`src/rtl/decode_stage_r32.sv`:
```
// Registered RV32I decode stage with valid/ready handshake, taken-branch flush,
// load-use hazard stalling, illegal-instruction detection and optional M decode.
module decode_stage_r32 #(
  parameter int unsigned dataW          = 32,
  parameter bit          ENABLE_M       = 1'b0,
  parameter bit          LOAD_USE_STALL = 1'b1
) (
  input  logic             clk,
  input  logic             reset,
  input  logic             flush,
  input  logic             in_valid,
  output logic             in_ready,
  input  logic [31:0]      in_ins,
  input  logic [dataW-1:0] in_pc,
  output logic             out_valid,
  input  logic             out_ready,
  output logic [dataW-1:0] out_pc,
  output logic [4:0]       out_rs1,
  output logic [4:0]       out_rs2,
  output logic [4:0]       out_rd,
  output logic [dataW-1:0] out_imm,
  output logic [4:0]       out_alu_code,
  output logic             out_use_imm,
  output logic             out_use_pc,
  output logic             out_reg_write,
  output logic             out_link_write,
  output logic             out_test_branch,
  output logic             out_always_branch,
  output logic             out_absolute_branch,
  output logic [2:0]       out_branch_type,
  output logic             out_ram_read,
  output logic             out_ram_write,
  output logic             out_illegal,
  output logic [31:0]      stall_count
);

  localparam logic [6:0] OPC_OPIMM  = 7'b0010011;
  localparam logic [6:0] OPC_OP     = 7'b0110011;
  localparam logic [6:0] OPC_LUI    = 7'b0110111;
  localparam logic [6:0] OPC_AUIPC  = 7'b0010111;
  localparam logic [6:0] OPC_JAL    = 7'b1101111;
  localparam logic [6:0] OPC_JALR   = 7'b1100111;
  localparam logic [6:0] OPC_BRANCH = 7'b1100011;
  localparam logic [6:0] OPC_LOAD   = 7'b0000011;
  localparam logic [6:0] OPC_STORE  = 7'b0100011;
  localparam logic [6:0] OPC_MISC   = 7'b0001111;

  localparam logic [6:0] F7_BASE = 7'b0000000;
  localparam logic [6:0] F7_ALT  = 7'b0100000;
  localparam logic [6:0] F7_MUL  = 7'b0000001;

  // ALU codes shared with execute, zero-extended from the 4-bit {alt, funct3} space
  localparam logic [4:0] ALU_ADD = 5'b00000;
  localparam logic [4:0] ALU_CPY = 5'b01011;

  typedef struct packed {
    logic [dataW-1:0] pc;
    logic [4:0]       rs1;
    logic [4:0]       rs2;
    logic [4:0]       rd;
    logic [dataW-1:0] imm;
    logic [4:0]       aluCode;
    logic             useImm;
    logic             usePc;
    logic             regWrite;
    logic             linkWrite;
    logic             testBranch;
    logic             alwaysBranch;
    logic             absoluteBranch;
    logic [2:0]       branchType;
    logic             ramRead;
    logic             ramWrite;
    logic             illegal;
  } decode_t;

  logic [6:0]  w_opcode;
  logic [2:0]  w_funct3;
  logic [6:0]  w_funct7;
  logic [31:0] w_immI;
  logic [31:0] w_immS;
  logic [31:0] w_immB;
  logic [31:0] w_immU;
  logic [31:0] w_immJ;
  logic [31:0] w_imm32;
  logic        w_illegal;
  decode_t     w_dec;

  logic        w_readsRs1;
  logic        w_readsRs2;
  logic        w_hazard;
  logic        w_inXfer;
  logic        w_outXfer;

  decode_t     r_dec;
  logic        r_outValid;
  logic [31:0] r_stallCount;

  assign w_opcode = in_ins[6:0];
  assign w_funct3 = in_ins[14:12];
  assign w_funct7 = in_ins[31:25];

  assign w_immI = {{20{in_ins[31]}}, in_ins[31:20]};
  assign w_immS = {{20{in_ins[31]}}, in_ins[31:25], in_ins[11:7]};
  assign w_immB = {{19{in_ins[31]}}, in_ins[31], in_ins[7], in_ins[30:25], in_ins[11:8], 1'b0};
  assign w_immU = {in_ins[31:12], 12'b0};
  assign w_immJ = {{11{in_ins[31]}}, in_ins[31], in_ins[19:12], in_ins[20], in_ins[30:21], 1'b0};

  always_comb begin
    w_dec            = '0;
    w_imm32          = '0;
    w_illegal        = 1'b0;
    w_dec.branchType = w_funct3;
    if (in_ins[1:0] != 2'b11) begin
      w_illegal = 1'b1;
    end else begin
      case (w_opcode)
        OPC_OPIMM: begin
          w_imm32        = w_immI;
          w_dec.useImm   = 1'b1;
          w_dec.regWrite = 1'b1;
          w_dec.aluCode  = {1'b0, (w_funct3 == 3'd5) & in_ins[30], w_funct3};
          if (w_funct3 == 3'd1 && w_funct7 != F7_BASE)
            w_illegal = 1'b1;
          if (w_funct3 == 3'd5 && w_funct7 != F7_BASE && w_funct7 != F7_ALT)
            w_illegal = 1'b1;
        end
        OPC_OP: begin
          w_dec.regWrite = 1'b1;
          if (w_funct7 == F7_BASE)
            w_dec.aluCode = {2'b00, w_funct3};
          else if (w_funct7 == F7_ALT && (w_funct3 == 3'd0 || w_funct3 == 3'd5))
            w_dec.aluCode = {2'b01, w_funct3};
          else if (ENABLE_M && w_funct7 == F7_MUL)
            w_dec.aluCode = {2'b10, w_funct3};
          else
            w_illegal = 1'b1;
        end
        OPC_LUI: begin
          w_imm32        = w_immU;
          w_dec.useImm   = 1'b1;
          w_dec.regWrite = 1'b1;
          w_dec.aluCode  = ALU_CPY;
        end
        OPC_AUIPC: begin
          w_imm32        = w_immU;
          w_dec.useImm   = 1'b1;
          w_dec.usePc    = 1'b1;
          w_dec.regWrite = 1'b1;
          w_dec.aluCode  = ALU_ADD;
        end
        OPC_JAL: begin
          w_imm32            = w_immJ;
          w_dec.useImm       = 1'b1;
          w_dec.alwaysBranch = 1'b1;
          w_dec.linkWrite    = 1'b1;
          w_dec.regWrite     = 1'b1;
          w_dec.aluCode      = ALU_CPY;
        end
        OPC_JALR: begin
          w_imm32              = w_immI;
          w_dec.useImm         = 1'b1;
          w_dec.alwaysBranch   = 1'b1;
          w_dec.absoluteBranch = 1'b1;
          w_dec.linkWrite      = 1'b1;
          w_dec.regWrite       = 1'b1;
          w_dec.aluCode        = ALU_ADD;
          if (w_funct3 != 3'd0)
            w_illegal = 1'b1;
        end
        OPC_BRANCH: begin
          w_imm32          = w_immB;
          w_dec.testBranch = 1'b1;
          w_dec.usePc      = 1'b1;
          w_dec.useImm     = 1'b1;
          w_dec.aluCode    = ALU_ADD;
          if (w_funct3 == 3'd2 || w_funct3 == 3'd3)
            w_illegal = 1'b1;
        end
        OPC_LOAD: begin
          w_imm32        = w_immI;
          w_dec.useImm   = 1'b1;
          w_dec.regWrite = 1'b1;
          w_dec.ramRead  = 1'b1;
          w_dec.aluCode  = ALU_ADD;
          if (w_funct3 == 3'd3 || w_funct3 == 3'd6 || w_funct3 == 3'd7)
            w_illegal = 1'b1;
        end
        OPC_STORE: begin
          w_imm32        = w_immS;
          w_dec.useImm   = 1'b1;
          w_dec.ramWrite = 1'b1;
          w_dec.aluCode  = ALU_ADD;
          if (w_funct3 > 3'd2)
            w_illegal = 1'b1;
        end
        OPC_MISC: begin
          w_dec.branchType = 3'd0;
        end
        default: begin
          w_illegal = 1'b1;
        end
      endcase
    end

    // An undefined instruction still carries its raw fields and pc through the pipe
    if (w_illegal) begin
      w_dec   = '0;
      w_imm32 = '0;
    end
    w_dec.pc      = in_pc;
    w_dec.rs1     = in_ins[19:15];
    w_dec.rs2     = in_ins[24:20];
    w_dec.rd      = in_ins[11:7];
    w_dec.illegal = w_illegal;
    w_dec.imm     = dataW'($signed(w_imm32));
  end

  assign w_readsRs1 = (w_opcode == OPC_OP)     || (w_opcode == OPC_OPIMM) ||
                      (w_opcode == OPC_JALR)   || (w_opcode == OPC_BRANCH) ||
                      (w_opcode == OPC_LOAD)   || (w_opcode == OPC_STORE);
  assign w_readsRs2 = (w_opcode == OPC_OP) || (w_opcode == OPC_BRANCH) ||
                      (w_opcode == OPC_STORE);

  assign w_hazard = LOAD_USE_STALL && r_outValid && r_dec.ramRead && (r_dec.rd != 5'd0) &&
                    in_valid &&
                    ((w_readsRs1 && in_ins[19:15] == r_dec.rd) ||
                     (w_readsRs2 && in_ins[24:20] == r_dec.rd));

  assign in_ready  = !flush && !w_hazard && (!r_outValid || out_ready);
  assign w_inXfer  = in_valid && in_ready;
  assign w_outXfer = r_outValid && out_ready;

  // Flush beats a new decode, which beats draining into a bubble
  always_ff @(posedge clk or posedge reset) begin
    if (reset) begin
      r_dec      <= '0;
      r_outValid <= 1'b0;
    end else if (flush) begin
      r_outValid <= 1'b0;
    end else if (w_inXfer) begin
      r_dec      <= w_dec;
      r_outValid <= 1'b1;
    end else if (w_outXfer) begin
      r_outValid <= 1'b0;
    end
  end

  always_ff @(posedge clk or posedge reset) begin
    if (reset)
      r_stallCount <= '0;
    else if (w_hazard && !flush && r_stallCount != 32'hFFFF_FFFF)
      r_stallCount <= r_stallCount + 32'd1;
  end

  assign out_valid           = r_outValid;
  assign out_pc              = r_dec.pc;
  assign out_rs1             = r_dec.rs1;
  assign out_rs2             = r_dec.rs2;
  assign out_rd              = r_dec.rd;
  assign out_imm             = r_dec.imm;
  assign out_alu_code        = r_dec.aluCode;
  assign out_use_imm         = r_dec.useImm;
  assign out_use_pc          = r_dec.usePc;
  assign out_reg_write       = r_dec.regWrite;
  assign out_link_write      = r_dec.linkWrite;
  assign out_test_branch     = r_dec.testBranch;
  assign out_always_branch   = r_dec.alwaysBranch;
  assign out_absolute_branch = r_dec.absoluteBranch;
  assign out_branch_type     = r_dec.branchType;
  assign out_ram_read        = r_dec.ramRead;
  assign out_ram_write       = r_dec.ramWrite;
  assign out_illegal         = r_dec.illegal;
  assign stall_count         = r_stallCount;

endmodule

```
`config.mk`:
```
export PLATFORM = sky130hd
export DESIGN_NAME = decode_stage_r32
export DESIGN_NICKNAME = d
export VERILOG_FILES = /design/src/rtl/decode_stage_r32.sv
export SDC_FILE = /design/constraint.sdc
export NUM_CORES = 1
export LEC_CHECK = 0
export CAP_MARGIN = 40
export CORE_ASPECT_RATIO = 1.25
export CORE_MARGIN = 8
export CORE_UTILIZATION = 48
export CTS_BUF_LIST = sky130_fd_sc_hd__clkbuf_8
export DETAILED_ROUTE_END_ITERATION = 8
export GPL_TIMING_DRIVEN = 0
export PLACE_DENSITY_LB_ADDON = 0.05
export SYNTH_ARGS = -nofsm -noshare
export SYNTH_HDL_FRONTEND = slang
export SYNTH_SLANG_ARGS = --single-unit
export TNS_END_PERCENT = 100
```
`constraint.sdc`:
```
create_clock -name clk -period 5.3 [get_ports clk]
set_clock_uncertainty 0.15 [all_clocks]
set_input_delay 0.53 -clock clk [delete_from_list [all_inputs] [get_ports clk]]
set_output_delay 0.53 -clock clk [all_outputs]
set_load 0.1 [all_outputs]
```
==> results of run 1 <==
==> registers in the layout (all words and copies together) (netlist names), 3 cells and up <==
register         cells
out_pc              32
stall_count         32
out_rd               5
out_branch_type      3
out_alu_code         4
out_rs1              5
out_imm             32
out_rs2              5
==> Yosys cell counts (all sizes together) (7+ instances only) <==
| cell type | n | area [um^2] |
|---|---|---|
| xor2 | 32 | 280 |
| dfrtp | 128 | 3200 |
| nor4 | 16 | 125 |
| nor3 | 19 | 105 |
| o21ai | 53 | 269 |
| mux2 | 53 | 597 |
| a21oi | 30 | 154 |
| clkbuf | 16 | 60.1 |
| nand2 | 26 | 97.6 |
| nor2 | 30 | 113 |
| o31ai | 41 | 308 |
| inv | 14 | 52.6 |
| buf | 22 | 143 |
| xnor2 | 10 | 87.6 |
| nand4 | 17 | 106 |
| nand3 | 21 | 105 |
| nand2b | 7 | 43.8 |
==> worst paths after layout <==
path                       slack, ns                           to
min reg2reg                     0.35       out_pc[29]$_DFFE_PP0P_
min in group asynchronous       0.41       out_pc[10]$_DFFE_PP0P_
min                             0.35       out_pc[29]$_DFFE_PP0P_
max reg2reg                     2.27  stall_count[31]$_DFFE_PP0P_
max                             1.14                     in_ready
max in group asynchronous       3.84       out_pc[31]$_DFFE_PP0P_
==> cell usage in the layout, fill, tap and decap left out, types with 7 or more instances in the layout <==
cell type,instances
nand2_1,26
xor2_1,32
a21oi_1,29
nand3_1,21
nand2b_1,7
o31ai_1,41
xnor2_1,10
buf_16,37
o21ai_0,51
clkbuf_1,16
dfrtp_1,128
clkbuf_8,17
clkdlybuf4s50_1,196
buf_8,94
mux2_2,49
nor2_1,30
nor3_1,17
buf_2,14
nand4_1,17
nor4_1,12
inv_1,15
buf_4,8
==> report_power, final <==
group | total (mW) | switching [mW] | internal [mW]
registers | 1.10 | 0.0519 | 1.04
logic | 1.28 | 0.773 | 0.511
clock network | 0.878 | 0.416 | 0.462
total | 3.26 | 1.24 | 2.02
==> worst register-to-register path: stages, from the launching register on <==
cell and delay (ns):
dfrtp_1 0.52, nand4_1 0.18, nor3_1 0.52, nand3_1 0.43, nor4_1 0.40, buf_2 0.35, nor4_1 0.14, xor2_1 0.17
==> final cells by class <==
type,instances,area (um^2),area share
clock buffers,17,234,0.0209
repair buffers,329,4400,0.392
well taps,168,210,0.0187
diodes,1,2.50,0.000223
plain buffers,38,203,0.0181
flip-flops and latches,128,3200,0.285
inverters,14,57.6,0.00513
clock inverters,15,170,0.0152
multi-input cells,397,2740,0.244
==> layer usage <==
layer	share of wire	GRT usage	wire, um
met1	0.32	0.315	8640
met2	0.54	0.591	14600
met3	0.084	0.0763	2270
met4	0.055	0.182	1470
met5	0	0	0
==> kinds of logic after synthesis <==
logic type / Yosys count
simple gates: 154
fa+ha+maj: 1
xor+xnor: 42
mux: 53
other cells: 1
compound gates: 146
buf+inv: 52
flops: 128
==> metrics by stage <==
stage	util	setup TNS [ns]
finish	0.886	0
global route	0.886	0
CTS	0.886	0
detailed placement	0.854	0
global placement	0.661	-58.64
floorplan	-	0
==> summary by stage, run 1 <==
Critical path
STA puts the critical path data arrival time at 3.48 ns. In this design, the stage delay of the slowest critical-path cell is 0.51 ns. The worst register-to-register path begins at stall_count[3]$_DFFE_PP0P_. The number of logic stages on the critical path including buffering is 9. The kind of capture point of the worst setup path is an output pin. The cell seen most often among critical-path stages is clkdlybuf4s50_1. In this run the worst path has a maximum fanout of 10. Among all stages on the critical path, the largest delay is contributed by a21oi_2. The launching element type of the critical path is an input port.

The start point of the critical path is in_ins[2]. The depth of the most critical reg-to-reg path is 7. The number of buffers and inverters on the critical path is 4.

The worst path required time is 4.62 ns. Walking the worst path, the cells encountered are clkdlybuf4s50_1 -> nand4bb_4 -> nor3_2 -> nand4_1 -> a21oi_2 -> clkbuf_1 -> nor3_1 -> clkdlybuf4s50_1 -> buf_8. On the critical path the largest part of the delay comes from buffers and inverters.

The type of the worst setup path is input port to output pin.

Outcome
The run finished with clean final reports.

Timing
The number of max-slew violations in the final report is 0. The achievable frequency is 240 MHz. Setup repair after global routing left no endpoint under its margin. The normalized max-slew margin is 0.572.

Hold timing on the final database bottoms out at a slack of 0.346 ns. The worst path needs 4.16 ns of the cycle, external delays included. The number of endpoints with negative hold slack in the final report was 0.

Setup violations remaining at the end of the flow were counted as 0. The slew at the pin closest to its max-slew limit is 0.637 ns. Dividing the final minimum period by the clock period gives 0.785. The setup slack of the critical path after layout is 1.14 ns.

Drt
In this run the remaining antenna-violating nets after routing total 0. The average via count per standard cell is 6.12. After detailed routing, the number of remaining DRC violations is 0. For this run, the detailed router's first-pass iteration total came to 5. The total detailed-routing wirelength is 27000 um. The routed layout has 6780 vias. After detailed routing, the average wire length per cell comes to 24.4 um. The detailed router finished its first iteration with 579 violations.

CTS
The H-tree generated during clock tree synthesis spans 4 levels. Once the clock tree was built, the resizer swapped 0 gates to a different size. The source-to-sink clock delay at the later pin of the worst-skew pair is 0.44 ns. The buffer levels on the longest clock path is 2. The clock transition at the register clock pins on the worst setup and hold paths after CTS is 0.07 ns. The CTS sink count is 128. The quantity of hold-fixing buffers added after cts is 0. The TritonCTS buffer count is 17.

TritonCTS built the clock tree. The number of setup buffers added after CTS is 0. The tree is rooted in a clkbuf_8.

Power
The power density over the cells is 290 nW/um^2. The leakage power is 4.77 nW. The peak supply drop is 0.252 mV. Summing internal, switching and leakage power gives 3.26 mW.

Yosys
Yosys mapped the design onto 51 distinct sky130hd cell types. The number of enable-type register cells in the synthesized netlist is 0. The number of warnings issued by yosys is 0. Among all flip-flop cells after synthesis, the most frequent one is dfrtp_1.

The combinational family with the most area after synthesis is compound AO/OA/AOI/OAI gates. Of the total synthesized cell area, the portion taken by AND, OR, NAND and NOR gates is 0.138. Synthesis handed over a netlist of 577 instances. Of the total synthesized cell area, the portion taken by full adders, half adders and majority gates is 0.00202.

The net count after synthesis is 647. The share of synthesized area spent on multiplexers is 0.0963. In this run the mean area of a mapped cell was 10.7 um^2. The post-synth design cell area is 6200 um^2. Counting flops with an async set or reset pin after synthesis yields a share of 1.00. The share of the Yosys chip area taken by registers is 0.517. The post-synthesis xor/xnor area fraction is 0.0594. The compound-cell area share of the yosys netlist is 0.146. Synthesis inferred 128 register bits.

Final layout
The post-route cell area is 11200 um^2. The number of fillers in the final layout is 555. The post-layout net count is 995. The layout overhead on the synthesized area is 81.1%. The finished layout holds 1107 standard cells, fillers aside.

In the final layout, the share of cells above drive strength 1 is 0.263.

Hold path
In this run the most critical hold path is launched from out_pc[29]$_DFFE_PP0P_. The count of cells along the worst hold path is 1. The class of the worst hold path is register to register.

Global route
The maximum number of pins on one net before global-route repair is 76. The total global routing track utilization is 0.316. The global-route wire length before repair is 41400 um. The via count of the first global-routing pass is 7228. The initial antenna violation count is 1.

Summed over all layers, the global routing overflow is 0.

Placement
At the end of routability-driven placement, the weighted congestion stood at 0.871. The wire-length estimate of the detail-placed layout is 19400 um. At the placement stage, the worst setup path has a slack of 1.24 ns. The number of port buffers is 196. The cell area reported after detailed placement is 10800 um^2. Counting tap cells, the placed design contains a total of 1074 instances.

Floorplanning
The height of the die is 143 um. The region available for standard cell placement spans 12700 um^2. 200 I/O pins were placed. The floorplan row count is 46. From left edge to right edge, the die measures 118 um. The floorplan step defined a die boundary enclosing 16800 um^2. The starting density of the core is 0.489.

Job
Across the run, the number of max-cap violations was 0.
Note: power is estimated with default switching activity, not from simulation.
==> run 2: changes to the inputs <==
--- a/config.mk
+++ b/config.mk
@@ -8,7 +8,7 @@
 export CAP_MARGIN = 40
 export CORE_ASPECT_RATIO = 1.25
 export CORE_MARGIN = 8
-export CORE_UTILIZATION = 48
+export CORE_UTILIZATION = 43
 export CTS_BUF_LIST = sky130_fd_sc_hd__clkbuf_8
 export DETAILED_ROUTE_END_ITERATION = 8
 export GPL_TIMING_DRIVEN = 0
==> constraint.sdc (replaced) <==
create_clock -name clk -period 3.45 [get_ports clk]
set_clock_uncertainty 0.15 [all_clocks]
set_input_delay 0.345 -clock clk [delete_from_list [all_inputs] [get_ports clk]]
set_output_delay 0.345 -clock clk [all_outputs]
set_load 0.1 [all_outputs]
==> run 2 against run 1 <==
Effect of this change: first-iteration DRC count decreased by 20%; global-route usage fell by 6.8 points; critical path type unchanged; hold slack got worse by 0.16 ns; highest routed layer unchanged; critical path depth decreased by 1.
==> summary by stage, run 2 (synthesized netlist as in run 1, its figures left out) <==
Hold path
The count of cells along the worst hold path came to 3 (+2). The endpoint with the worst hold slack is out_branch_type[0]$_DFFE_PP0P_. The worst hold path begins at in_ins[12].

The class of the worst hold path is input port to register.

Placement
The cell area reported after detailed placement is 10900 um^2 (+0.68%). The post-placement setup slack is -0.182 ns (-1.42 ns). The number of cells in the design after placement is 1086 (+1.1%). The HPWL after detailed placement is 18100 um (-6.8%). The number of port buffers came to 196 (unchanged).

The global placement routability congestion is 0.913 (+4.8%).

Timing
After layout, the minimum clock period comes to 3.10 ns. The number of setup violations in the final report is 0 (unchanged). The normalized max-slew margin is 0.488 (-0.0844). Setup repair after global routing left no endpoint under its margin. The slew at the pin closest to its max-slew limit is 0.767 ns (+0.130 ns). The number of max-slew violations in the final report is 0 (unchanged). The achievable frequency is 322 MHz. The final worst-path cycle share is 0.899. The setup slack of the critical path after layout was 0.349 ns (-0.791 ns).

The number of endpoints with negative hold slack in the final report is 0 (unchanged).

Final layout
Leaving out fill and tap cells, the most frequent cells in the layout are clkdlybuf4s50_1, dfrtp_1, buf_8. The count of antenna diodes in the layout is 0 (-1). Leaving out fill and tap cells, the most frequent cell in the layout is clkdlybuf4s50_1.

The non-filler instance count after layout is 1120 (+1.2%). The post-layout net count is 999 (+0.40%). The layout overhead on the synthesized area is 82.3%. The share of final-layout standard cells stronger than drive strength 1 is 0.271 (+0.00737). The post-route cell area was 11300 um^2 (+0.67%).

Critical path
The startpoint of the worst-slack reg-to-reg timing path is stall_count[5]$_DFFE_PP0P_. For this design, the slowest cell found on the critical path is clkdlybuf4s50_1. The depth of the most critical reg-to-reg path is 7 (unchanged).

The family of cells with the greatest summed delay on the critical path is buffers and inverters. The delay of the slowest cell on the worst path was 0.66 ns (+0.15 ns). The kind of capture point of the worst setup path is an output pin. The peak fanout along the critical path is 7 (-3). The launching element type of the critical path is an input port. The cell seen most often among critical-path stages is clkdlybuf4s50_1. The worst path required time was 2.95 ns (-1.67 ns). The type of the worst setup path is input port to output pin. The register-to-register path setup slack is 0.67 ns (-1.60 ns). The number of buffer and inverter instances along the worst setup path is 4 (unchanged).

In this run the critical register-to-register path is captured at stall_count[31]$_DFFE_PP0P_. The arrival time of data at the critical path endpoint came to 2.61 ns (-0.87 ns). The signal on the critical path passes through clkdlybuf4s50_1 -> and3b_1 -> clkbuf_1 -> o21ai_2 -> a21oi_4 -> nor3_2 -> clkdlybuf4s50_1 -> buf_8.

CTS
The clock transition at the register clock pins on the worst setup and hold paths after CTS is 0.08 ns (about the same). The buffer levels on the longest clock path is 2 (unchanged). The CTS tree is yes. The CTS sink count was 128 (unchanged).

The maximum level of the CTS H-tree is 4 (unchanged). The TritonCTS buffer count is 17 (unchanged). The source-to-sink clock delay at the later pin of the worst-skew pair came to 0.46 ns (+0.02 ns). The tree is rooted in a clkbuf_8.

Drt
The first-pass iteration count of the detailed router was 5 (unchanged). The number of remaining DRC errors came to 0 (unchanged). The total detailed-routing wirelength came to 22800 um (-15%). The average via count per standard cell is 5.48 (-11%). The number of DRC markers after the initial detailed-route iteration is 463 (-20%). The detailed-route via count is 6139 (-9.5%). The per-cell routed wire length is 20.4 um (-16%). The remaining number of nets flagged by the antenna check after routing is 0 (unchanged).

Power
The leakage power was 4.78 nW (+0.20%). The switching share of total power is 0.390 (+0.00921). The power density over the cells was 430 nW/um^2 (+48%). The clock group share of total power came to 0.261 (-0.009).

The peak supply drop is 0.354 mV (+40%). The share of power burned in combinational logic came to 0.394 (about the same). The net switching power is 1.89 mW (+53%). The sequential group share of total power is 0.345 (+0.009). The internal power of the cells came to 2.96 mW (+47%).

Floorplanning
The height of the die is 150 um (+5.0%). The area of the die is 18500 um^2 (+10%). The number of I/O pins is 200 (unchanged). The area inside the core boundary is 14200 um^2 (+12%).

The floorplan row count is 49 (+6.5%). The horizontal die dimension is 123 um (+4.9%). The starting density of the core is 0.436 (-0.0537).

Outcome
The run finished with clean final reports.

Job
The number of max-cap violations is 0 (unchanged).

Global route
The maximum number of pins on one net before global-route repair is 40 (-47%). The total global routing track utilization is 0.248 (-0.0680). The global-route wire length before repair is 35400 um (-15%). The initial antenna violation count was 0 (-1). The global-route congestion overflow total is 0 (unchanged). The via count of the first global-routing pass is 6579 (-9.0%).
run 2: worst max path at each step:
stage,slack [ns],cells after the start,to,start
4_1_cts,0.12,8,in_ready,in_ins[0]
3_3_place_gp,-0.52,8,in_ready,in_ins[5]
5_1_grt,0.25,8,in_ready,in_ins[5]
3_5_place_dp,-0.18,9,in_ready,in_ins[0]
2_1_floorplan,0.06,6,in_ready,out_rd[1]$_DFFE_PP0P_
6_report,0.35,8,in_ready,in_ins[5]
run 2: cell type report:
class	count	area, um^2
Tap cell	178	223
Inverter	14	56.3
Clock buffer	18	248
Buffer	37	199
Clock inverter	14	134
Multi-Input combinational cell	397	2750
Fill cell	861	2930
Sequential cell	128	3200
Timing Repair Buffer	334	4480
run 2: stage by stage:
stage               total power [mW]  utilization  hold WS [ns]  setup TNS [ns]
finish                          4.85        0.794         0.191               0
global route                    5.00        0.794         0.204               0
CTS                             4.89        0.792         0.146               0
detailed placement              3.63        0.765         0.336          -0.182
global placement                3.11        0.590         0.324          -0.517
floorplan                       2.72            -         0.302               0
run 2: timing repair:
action | 4_1_cts | 5_1_grt
setup buffers | 0 | 3
hold buffers | 0 | 0
resized for setup | 1 | 0
setup endpoints to repair | 1 | 1
endpoints found under the hold margin | 0 | 0
run 2: metal layers:
layer / vias up / wire (um) / global-route usage
li1: 2806 / - / -
met1: 3012 / 8440 / 0.276
met2: 271 / 12300 / 0.446
met3: 50 / 1400 / 0.0522
met4: 0 / 640 / 0.100
met5: - / 0 / 0
run 2: power groups by stage:
| stage | Clock, mW | Sequential [mW] | Combinational [mW] |
|---|---|---|---|
| after CTS | 1.28 | 1.68 | 1.93 |
| after detailed placement | 0 | 1.70 | 1.92 |
| after global placement | 0 | 1.69 | 1.42 |
| after floorplan | 0 | 2.47 | 0.245 |
| final | 1.27 | 1.67 | 1.91 |
| after global routing | 1.34 | 1.69 | 1.97 |
run 2: worst reg2reg max path: stages (launching register included):
cell     delay (ns)
dfrtp_1        0.44
nand4_1        0.18
nor3_1         0.53
nand3_1        0.40
nor4_1         0.35
buf_2          0.33
nor4_1         0.12
xor2_1         0.15
==> run 3: changes to the inputs <==
--- a/config.mk
+++ b/config.mk
@@ -12,7 +12,7 @@
 export CTS_BUF_LIST = sky130_fd_sc_hd__clkbuf_8
 export DETAILED_ROUTE_END_ITERATION = 8
 export GPL_TIMING_DRIVEN = 0
-export PLACE_DENSITY_LB_ADDON = 0.05
+export PLACE_DENSITY = 0.82
 export SYNTH_ARGS = -nofsm -noshare
 export SYNTH_HDL_FRONTEND = slang
 export SYNTH_SLANG_ARGS = --single-unit
==> run 3 against run 2 <==
Effect of this change: core utilization increased by 0.35 points; clock power increased by 6%; largest power group unchanged; total power increased by 2.6%; sequential power barely moved; register-to-register slack worse by 0.21 ns; routed wire length up 7.1%; design area grew 0.44%; critical path type unchanged; setup slack got worse by 0.20 ns.
==> summary by stage, run 3 (synthesized netlist as in run 1, its figures left out) <==
Drt
The total detailed-routing wirelength is 24400 um (+7.1%). The number of remaining DRC errors was 0 (unchanged). The average via count per standard cell is 5.62 (+2.5%). The number of DRC markers after the initial detailed-route iteration came to 437 (-5.6%).

The per-cell routed wire length is 21.8 um (+6.9%). The detailed-route via count came to 6302 (+2.7%). The first-pass iteration count of the detailed router is 5 (unchanged). The remaining number of nets flagged by the antenna check after routing came to 0 (unchanged).

Power
The peak supply drop was 0.399 mV (+13%). The total power consumption of the routed design is 4.98 mW (+2.6%). The power density over the cells was 439 nW/um^2 (+2.2%). The leakage power was 4.82 nW (+0.75%).

Placement
The number of port buffers was 196 (unchanged). The number of cells in the design after placement is 1087 (+0.092%). The global placement routability congestion is 0.932 (+2.0%). The post-placement setup slack is -0.150 ns (+0.0317 ns). The cell area reported after detailed placement is 10900 um^2 (+0.23%). The HPWL after detailed placement is 19300 um (+6.8%).

Timing
Setup repair after global routing left no endpoint under its margin. The normalized max-slew margin is 0.599 (+0.111). The total negative slack for setup checks came to 0 ns (unchanged). The achievable frequency is 303 MHz (-6.1%). The slew at the pin closest to its max-slew limit is 0.597 ns (-0.170 ns). The number of setup violations in the final report is 0 (unchanged).

The final worst-path cycle share came to 0.957 (+0.0583). The number of endpoints with negative hold slack in the final report is 0 (unchanged). The setup slack of the critical path after layout is 0.148 ns (-0.201 ns). The number of max-slew violations in the final report came to 0 (unchanged).

The hold slack is 0.0830 ns (-0.108 ns). The time the final worst path needs with I/O delays and setup is 3.30 ns (+0.201 ns).

Hold path
The class of the worst hold path is input port to async pin.

CTS
The quantity of hold-fixing buffers added after cts came to 0 (unchanged). The buffer levels on the longest clock path is 2 (unchanged). The CTS sink count is 128 (unchanged). The cell sitting at the root of the clock tree is a clkbuf_8. TritonCTS built the clock tree. The TritonCTS buffer count came to 17 (unchanged). The maximum level of the CTS H-tree was 4 (unchanged). The clock transition at the register clock pins on the worst setup and hold paths after CTS is 0.08 ns (about the same).

The source-to-sink clock delay at the later pin of the worst-skew pair came to 0.45 ns (about the same).

Critical path
The worst setup path is launched from an input port. The worst path required time came to 2.95 ns (about the same). The worst setup path is of the input port to output pin kind.

STA classifies the critical path endpoint as an output pin. The arrival time of data at the critical path endpoint is 2.81 ns (+0.20 ns). The peak fanout along the critical path is 10 (+3).

Global route
The initial antenna violation count is 1 (+1). The via count of the first global-routing pass came to 6784 (+3.1%). The maximum number of pins on one net before global-route repair came to 38 (-5.0%). The global-route congestion overflow total is 0 (unchanged). The total global routing track utilization is 0.265 (+0.0174). The global-route wire length before repair is 37600 um (+6.2%).

Final layout
Leaving out fill and tap cells, the most frequent cell in the layout is clkdlybuf4s50_1. The share of final-layout standard cells stronger than drive strength 1 came to 0.270 (-0.00106). The core utilization of the finished layout is 0.798 (+0.00352). The post-route cell area is 11300 um^2 (+0.44%). The non-filler instance count after layout was 1122 (+0.18%).

The number of fillers in the final layout was 833 (-3.3%). The post-layout net count is 1000 (+0.10%). The layout overhead on the synthesized area is 83.1%.

The area occupied by multi-input gates is 2750 um^2 (unchanged). In the layout the commonest cells are clkdlybuf4s50_1, dfrtp_1, buf_8. The sequential cell area is 3200 um^2 (unchanged).

Job
The number of max-cap violations was 0 (unchanged).

Floorplanning
The area of the die is 18500 um^2 (unchanged). The starting density of the core is 0.436 (unchanged). The horizontal die dimension came to 123 um (unchanged).

The number of I/O pins came to 200 (unchanged). The height of the die came to 150 um (unchanged). The floorplan row count came to 49 (unchanged). The area inside the core boundary is 14200 um^2 (unchanged).

Outcome
The run finished with clean final reports.
## run 3: cell count changes in the layout (fill, tap and decap cells not counted), moves of 2 or more
cell	before	now
diode_2	0	2
clkinv_2	2	5
inv_6	3	0
bufinv_16	1	3
clkinvlp_4	5	3
clkinv_4	3	1
## run 3: routing by layer
metal / GRT usage / up-vias / share of wire
li1: - / 2823 / -
met1: 0.275 / 3102 / 0.34
met5: 0 / - / 0
met3: 0.0585 / 61 / 0.068
met2: 0.491 / 316 / 0.55
met4: 0.126 / 0 / 0.038
## run 3: worst paths after layout
kind | startpoint | depth (start not counted) | to | slack, ns
hold reg to reg | out_pc[30]$_DFFE_PP0P_ | 1 | out_pc[30]$_DFFE_PP0P_ | 0.35
setup / recovery | in_ins[2] | 9 | in_ready | 0.15
min in group clk | in_ins[12] | 3 | out_branch_type[0]$_DFFE_PP0P_ | 0.16
setup reg to reg | stall_count[0]$_DFFE_PP0P_ | 8 | stall_count[8]$_DFFE_PP0P_ | 0.46
hold / removal | reset | 2 | out_pc[24]$_DFFE_PP0P_ | 0.08
max in group asynchronous | reset | 4 | out_pc[31]$_DFFE_PP0P_ | 2.33
## run 3: what timing repair did
item	in CTS	in global routing
pin swaps	0	1
setup buffers	0	2
gates resized for setup	2	0
endpoints found under the hold margin	0	0
endpoints found under the setup margin	1	1
## run 3: cell type report
| cell class | count | area share |
|---|---|---|
| diodes | 2 | 0.000441 |
| plain buffers | 38 | 0.0180 |
| clock buffers | 19 | 0.0231 |
| clock inverters | 12 | 0.0126 |
| inverters | 14 | 0.00496 |
| multi-input cells | 397 | 0.242 |
| flip-flops and latches | 128 | 0.282 |
| well taps | 178 | 0.0196 |
| repair buffers | 334 | 0.397 |
## run 3: worst max-delay path: stages
cell and delay [ns]:
clkdlybuf4s50_1 0.49, nand4bb_4 0.32, nor3_2 0.21, nand4_1 0.23, a21oi_4 0.24, clkbuf_2 0.26, nor3_2 0.07, clkdlybuf4s50_1 0.46
buf_8 0.19
## run 3: power breakdown
group | switching (mW) | internal (mW) | leakage [nW]
combinational | 1.17 | 0.784 | 2.94
sequential | 0.0732 | 1.61 | 1.67
clock | 0.609 | 0.740 | 0.208
